**src/rtl/fifo_arbiter.sv**
```systemverilog
`timescale 1ns/1ps
`default_nettype none
// ============================================================================
// Module   : fifo_arbiter
// Brief    : Round-robin enqueue arbiter in front of a FIFO, plus a periodic
//            drain engine that pops one entry per tick interval.
// Revision : 1.0 - initial release
// ============================================================================
module fifo_arbiter #(
    parameter int WIDTH         = 4,
    parameter int N_REQ         = 4,
    parameter int DRAIN_CNT_MAX = 1_250_000
) (
    input  logic                   clk,
    input  logic                   rst,
    input  logic [N_REQ-1:0]       req_valid,
    input  logic [N_REQ*WIDTH-1:0] req_data,
    output logic [N_REQ-1:0]       req_ready,
    output logic                   fifo_enq_valid,
    output logic [WIDTH-1:0]       fifo_enq_data,
    input  logic                   fifo_enq_ready,
    input  logic                   fifo_deq_valid,
    input  logic [WIDTH-1:0]       fifo_deq_data,
    output logic                   fifo_deq_ready,
    input  logic                   drain_en,
    output logic [WIDTH-1:0]       out_data,
    output logic                   out_valid,
    output logic [7:0]             drop_cnt
);

    localparam int PTR_W = (N_REQ > 1) ? $clog2(N_REQ) : 1;
    localparam int CNT_W = (DRAIN_CNT_MAX > 1) ? $clog2(DRAIN_CNT_MAX) : 1;
    localparam logic [PTR_W-1:0] PTR_LAST = PTR_W'(N_REQ - 1);
    localparam logic [CNT_W-1:0] CNT_LAST = CNT_W'(DRAIN_CNT_MAX - 1);

    typedef enum logic [1:0] {
        ST_IDLE  = 2'd0,
        ST_COUNT = 2'd1,
        ST_WAIT  = 2'd2
    } drain_state_t;

    logic [PTR_W-1:0] ptr_q, ptr_d;
    logic [PTR_W-1:0] sel_idx;
    logic [PTR_W-1:0] cand;
    logic             sel_found;
    logic             enq_hs;
    logic [7:0]       drop_q, drop_d;

    drain_state_t     state_q;
    logic [CNT_W-1:0] cnt_q;
    logic [WIDTH-1:0] out_data_q;
    logic             out_valid_q;
    logic             deq_hs;

    // Scan requesters starting at the priority pointer; first hit wins.
    always_comb begin
        sel_found = 1'b0;
        sel_idx   = '0;
        cand      = '0;
        for (int unsigned k = 0; k < N_REQ; k++) begin
            cand = PTR_W'((32'(ptr_q) + k) % 32'(N_REQ));
            if (!sel_found && req_valid[cand]) begin
                sel_found = 1'b1;
                sel_idx   = cand;
            end
        end
    end

    assign enq_hs         = sel_found & fifo_enq_ready;
    assign fifo_enq_valid = |req_valid;
    assign fifo_enq_data  = sel_found ? req_data[sel_idx*WIDTH +: WIDTH] : '0;
    assign req_ready      = enq_hs ? (N_REQ'(1) << sel_idx) : '0;

    always_comb begin
        ptr_d = ptr_q;
        if (enq_hs) begin
            ptr_d = (sel_idx == PTR_LAST) ? '0 : sel_idx + 1'b1;
        end
    end

    always_comb begin
        drop_d = drop_q;
        if (fifo_enq_valid && !fifo_enq_ready && (drop_q != 8'hFF)) begin
            drop_d = drop_q + 8'd1;
        end
    end

    always_ff @(posedge clk or posedge rst) begin
        if (rst) begin
            ptr_q  <= '0;
            drop_q <= '0;
        end else begin
            ptr_q  <= ptr_d;
            drop_q <= drop_d;
        end
    end

    // drain_en gates the ready so a drop while waiting cannot complete a pop.
    assign fifo_deq_ready = (state_q == ST_WAIT) & drain_en;
    assign deq_hs         = fifo_deq_ready & fifo_deq_valid;

    always_ff @(posedge clk or posedge rst) begin
        if (rst) begin
            state_q     <= ST_IDLE;
            cnt_q       <= '0;
            out_data_q  <= '0;
            out_valid_q <= 1'b0;
        end else begin
            out_valid_q <= deq_hs;
            if (deq_hs) begin
                out_data_q <= fifo_deq_data;
            end
            if (!drain_en) begin
                state_q <= ST_IDLE;
                cnt_q   <= '0;
            end else begin
                case (state_q)
                    ST_IDLE: begin
                        state_q <= ST_COUNT;
                        cnt_q   <= '0;
                    end
                    ST_COUNT: begin
                        if (cnt_q == CNT_LAST) begin
                            state_q <= ST_WAIT;
                            cnt_q   <= '0;
                        end else begin
                            cnt_q <= cnt_q + 1'b1;
                        end
                    end
                    ST_WAIT: begin
                        if (fifo_deq_valid) begin
                            state_q <= ST_COUNT;
                        end
                    end
                    default: begin
                        state_q <= ST_IDLE;
                        cnt_q   <= '0;
                    end
                endcase
            end
        end
    end

    assign out_data  = out_data_q;
    assign out_valid = out_valid_q;
    assign drop_cnt  = drop_q;

endmodule
`default_nettype wire

```
**config.mk**
```make
export PLATFORM = sky130hd
export DESIGN_NAME = fifo_arbiter
export DESIGN_NICKNAME = d
export VERILOG_FILES = /design/src/rtl/fifo_arbiter.sv
export SDC_FILE = /design/constraint.sdc
export NUM_CORES = 1
export LEC_CHECK = 0
export BUFFER_PORTS_ARGS = -buffer_cell sky130_fd_sc_hd__buf_4
export CORE_MARGIN = 2
export CORE_UTILIZATION = 48
export DETAILED_ROUTE_END_ITERATION = 12
export PLACE_DENSITY = 0.79
export SLEW_MARGIN = 10
export SYNTH_ARGS = -nofsm -noshare
export SYNTH_HDL_FRONTEND = slang
export SYNTH_SLANG_ARGS = --single-unit
```
**constraint.sdc**
```tcl
create_clock -name clk -period 1.7 [get_ports clk]
set_input_delay 0.34 -clock clk [delete_from_list [all_inputs] [get_ports clk]]
set_output_delay 0.34 -clock clk [all_outputs]
set_load 0.01 [all_outputs]
```
-- Yosys cells after proc, flatten, opt, wreduce, memory -nomap -nowiden
Cells that the tools add are included.
- add/subtract/negate cells: 6
- multiply operators: 0
- div/mod/pow operators: 0
- $lt $le $gt $ge: 4
- equality and inequality tests: 8
- shift operators: 2
- multiplexer cells: 26
- bitwise gates (word level): 3
- reductions and logical operators: 12
- operator list (kind ; number):
    2-to-1 mux 21 bit ; 2
    case mux 21 bit (2 select lines) ; 1
    adder 21 x 1 -> 21 bit, second input constant ; 1
    == test 21 bit, second input constant ; 1
    2-to-1 mux 2 bit ; 8
    variable part select 16 x 5 -> 4 bit ; 1
    less-than comparator 2 x 3 -> 1 bit, second input constant ; 4
    adder 8 x 1 -> 8 bit, second input constant ; 1
    binary-select mux 1 bit (select 2 bit) ; 4
    2-to-1 mux 1 bit ; 8
    2-to-1 mux 4 bit ; 2
    != test 8 bit, second input constant ; 1
    != test 3 bit, second input constant ; 2
    case mux 2 bit (3 select lines) ; 1
    logical AND 1 bit ; 5
    adder 2 x 1 -> 2 bit, second input constant ; 2
    adder 2 bit, second input constant ; 2
    == test 2 bit, second input constant ; 2
    logical NOT 1 bit ; 4
    OR reduction 4 bit ; 1
    left shift 1 x 2 -> 4 bit, first input constant ; 1
    bitwise AND 1 bit ; 3
    == test 2 x 1 -> 1 bit, second input constant ; 1
    logical NOT 2 bit ; 1
    2 further kinds ; 2
- register bits: 38
- bits in latches: 0
- bits in writable memories: 0
- memory bits (read-only): 0
- bits of input ports: 29
- output and inout bits: 23
- word-level logic and storage cells: 67
- memories: 0

-- Depth between registers and ports, before layout
- depth after elaboration: 14
- depth in mapped cells: 7
- mapped depth without buffers: 6

-- Worst setup path after synthesis
No wires, ideal clock.
- path kind: register to register
- from: register drop_q[0], in the netlist drop_cnt[0]
- to: register drop_q[4], in the netlist drop_cnt[4]
- data arrival time: 1.756 ns
- setup slack: -0.182 ns
- stages on the path, launching flop included: 7
- path buffers: 0
- period minus slack after synthesis: 1.882 ns
- path through: dfrtp_1 ha_1 and3_1 a211oi_1 and2_1 nand3_1 xnor2_1
- cells in the longest elaborated chain, start to end: 2
- ends and longest elaborated chain (what ; RTL line ; text):
    start, declared ; 47 ; logic [7:0] drop_q, drop_d;
    start signal, assigned ; 94 ; drop_q <= drop_d;
    parallel branches: the longest is 2 deep, another holds adder 8 x 1 -> 8 bit ; n/a ;
Several ways; the timed one is not identified.
A chain may end at the register's enable or synchronous reset.

-- Worst setup path after layout
- from: register ptr_q[1]
- to: output fifo_enq_data[1]
- cells in the longest elaborated chain, start to end: 14
- ends and longest elaborated chain (what ; RTL line ; text):
    start, declared ; 42 ; logic [PTR_W-1:0] ptr_q, ptr_d;
    start signal, assigned ; 93 ; ptr_q <= ptr_d;
    parallel branches: the longest is 13 deep, another holds adder 2 x 1 -> 2 bit ; n/a ;
    2-to-1 mux 4 bit (*) ; 71 ; assign fifo_enq_data = sel_found ? req_data[sel_idx*WIDTH +: WIDTH] : '0;
    end, declared ; 20 ; output logic [WIDTH-1:0] fifo_enq_data,
Mark *: on every way between the ends. The select of a mux whose other input is x is not followed.

==> metrics.md <==
| Metric | Value |
|---|---|
| Status | `finished with violations` |
| Failing checks | `setup timing` |
| I/O pins | `52` |
| TritonRoute pass-1 iters | `4` |
| # fillers | `~250` |
| Final Slew Violations | `0` |
| Non-filler instance count after layout | `about 370` |
| CP Launch Type | `flip-flop` |
| Area of the multi-input gates | `around 1400 µm²` |
| I/O Buffers | `just over 50` |
| Worst Path Max Fanout | `8` |
| Worst Setup Path Type | `flip-flop to output port` |
| DRT Wirelength | `6.15 mm` |
| Worst-skew pair later-pin latency | `0.29 ns` |
| LEAKAGE | `1.54 nW` |
| N_diodes | `0` |
| TritonCTS Sinks | `38` |
| DP HPWL | `3.57 mm` |
| Cell accounting for the most synthesized area | `dfrtp_1` |
| CP cell instances | `a21o_1 > a21oi_2 > o22a_1 > buf_6 > mux2i_2 > o22ai_1 > buf_4` |
| RSZ-0062 raised after global routing | `yes` |
| Post-synth EDFFs | `0` |
| Antenna Violating Nets Remaining | `0` |
| Tmin final | `2.20 ns` |
| Final Core Density | `0.788` |
| Placed cells | `350` |
| Average wire per standard cell | `around 17 µm` |
| Synth area leaders | `dfrtp_1, xnor2_1, nor2_1, mux2i_1, ha_1` |
| Die Ht | `about 70 µm` |
| Initial antenna violation count | `0` |
| DR iter-0 viols | `108` |
| Peak Freq | `~450 MHz` |
| Ys flop type | `dfrtp_1` |
| Routed vias/inst | `about 5.5` |
| Peak VDD IR | `0.834 mV` |
| Worst path max stage delay | `0.39 ns` |
| Reg2reg end | `cnt_q[12]` |
| # setup viols final | `25` |
| Period utilization | `1.29` |
| GRT Total Usage | `0.224` |
| Synth top area share | `0.451` |
| Internal power | `between 2 and 2.5 mW` |
| MaxCap Viol Count | `0` |
| Fin area | `3380 µm²` |
| Sequential Power Share | `0.362` |
| CTS tree | `built` |
| Proportion of layout cells with a drive suffix above 1 | `0.563` |
| Core ar. | `4290 µm²` |
| Worst r2r src | `cnt_q[1]` |
| Die area | `4940 µm²` |
| Final worst slack | `-0.499 ns` |
| CP max-delay cell | `dfrtp_1` |
| Clk slew on worst S/H paths | `0.07 ns` |
| Die Wd | `70.3 µm` |
| Netlist cell types | `43` |
| Cell count after synthesis | `213` |
| Synth Net Count | `248` |
| Worst slew margin | `0.674` |
| Clock Skews | `0.00499 ns` |
| Syn avg cell area | `9.90 µm²` |
| Cell Rows | `24` |
| RePlAce Congestion | `0.766` |
| CP arrival | `between 1.5 and 2 ns` |
| Reg area | `955 µm²` |
| Net Switching | `1.12 mW` |
| Power, Total | `3.26 mW` |
| Tightest Pin Transition | `0.489 ns` |
| Worst hold path type | `primary input to async pin` |
| #FFs+latches synth | `38` |
| Remaining Overflow, GRT | `0` |
| Net Sw Frac | `0.342` |
| Syn-to-layout area delta | `60.5%` |
| Req. time, crit path | `1.36 ns` |
| Clk root buf | `clkbuf_8` |
| Seq/Total Area, Yosys | `0.451` |
| Yosys warnings | `0` |
| Gate power share | `0.455` |
| Max clock buf depth | `2` |
| Total negative slack | `-4.51 ns` |
| Starting density of the core | `0.491` |
| Number of CTS-inserted buffers | `5` |
| Power density over the cells | `964 nW/µm²` |
| H-tree depth | `2` |
| Vias | `around 2,000` |
| Mapped Area | `2110 µm²` |
| Critical Path End Type | `output port` |
| # DRC | `0` |
| Largest net degree at the start of global routing | `39` |
| Clock power frac | `0.182` |
| First-pass GRT wire length | `8.78 mm` |
| Final Hold Violating Endpoints | `0` |
| DP Area | `2820 µm²` |
| Asr flop ratio synth | `1.00` |
| Worst reg2reg setup slack | `-0.08 ns` |
| # nets final | `351` |
| Worst R2R Path Depth | `8` |
| Vias in the first global route | `between 2,000 and 2,500` |
-- layout by cell type (no fill, tap or decap), drive strengths merged, types with 2 or more instances in the layout --
cell type	count
nor4b	3
dfrtp	38
clkinv	2
buf	98
nor3	4
a22o	2
ha	6
nand2	17
nand4	4
or4	2
xnor2	14
clkbuf	5
and3	8
mux2i	8
nand2b	4
o21ai	9
inv	11
nand3	14
xor2	7
a21oi	3
nor2	28
nor4	3
mux2	6
o22ai	5
-- cell families (layout without fill, tap and decap cells) --
kind of cell    Yosys count  count (layout)  share of synthesized area
flops                    38              38                      0.451
mux                      14              14                     0.0700
simple gates             95              95                      0.250
xor+xnor                 21              21                     0.0872
buf+inv                  13             116                     0.0273
fa+ha+maj                 6               6                     0.0356
compound gates           26              26                     0.0783
-- per-layer routing --
metal / wire [µm] / vias up / track usage
met5: 0 / - / 0
met4: 118 / 0 / 0.0876
met3: 286 / 11 / 0.0519
met2: 3380 / 54 / 0.398
met1: 2360 / 998 / 0.258
li1: - / 951 / -
-- through the flow --
stage,hold slack (ns),setup slack [ns]
after floorplan,0.482,-0.00494
after global placement,0.480,-0.194
after detailed placement,0.493,-0.217
after CTS,0.175,-0.428
after global routing,0.221,-0.613
final,0.165,-0.499
-- synth_stat cells (4+ instances only) --
cell      instances
inv_1            10
mux2_2            6
ha_1              6
mux2i_1           8
o21ai_0           9
nor3_1            4
xnor2_1          14
nand3_1          14
nand2b_1          4
o22ai_1           5
xor2_1            7
and3_1            8
nand2_1          17
dfrtp_1          38
nor2_1           27
-- sequential cells by signal, summed over array words and instances, names as in the netlist --
register	count
ptr_q	2
drop_cnt	8
state_q	2
out_valid	1
cnt_q	21
out_data	4
-- power groups by stage --
stage | logic, mW | registers, mW | clock network [mW]
2_1_floorplan | 0.534 | 1.27 | 0
3_3_place_gp | 1.19 | 1.18 | 0
3_5_place_dp | 1.22 | 1.19 | 0
4_1_cts | 1.33 | 1.17 | 0.605
5_1_grt | 1.60 | 1.20 | 0.642
6_report | 1.49 | 1.18 | 0.595
-- final cells by class --
cell class | instances | area share
tap | 52 | 0.0192
sequential | 38 | 0.282
multi-input combinational | 162 | 0.428
clock inverter | 2 | 0.00296
timing repair buffer | 98 | 0.234
clock buffer | 5 | 0.0203
inverter | 11 | 0.0137
-- worst max path at each step --
stage	from	to	slack, ns
6_report	ptr_q[1]	fifo_enq_data[1]	-0.50
5_1_grt	ptr_q[1]	fifo_enq_data[1]	-0.61
4_1_cts	ptr_q[1]	fifo_enq_data[3]	-0.43
3_5_place_dp	req_valid[0]	fifo_enq_data[3]	-0.22
3_3_place_gp	req_valid[0]	fifo_enq_data[0]	-0.19
2_1_floorplan	drop_cnt[0]	drop_cnt[4]	-0.005
-- worst max-delay path: cells and delay by family (launching register included) --
family	cells	cell delay (ns)
AOI/OAI and AO/OA	4	0.61
DFF	1	0.39
buffers and inverters	2	0.32
muxes	1	0.23
-- what timing repair did --
action	4_1_cts	5_1_grt
pin swaps	9	24
cloned	0	0
setup endpoints to repair	26	34
hold buffers	0	0
buffers inserted	3	8
gates resized for setup	27	66
No activity file was read; power rests on OpenSTA's default activity.
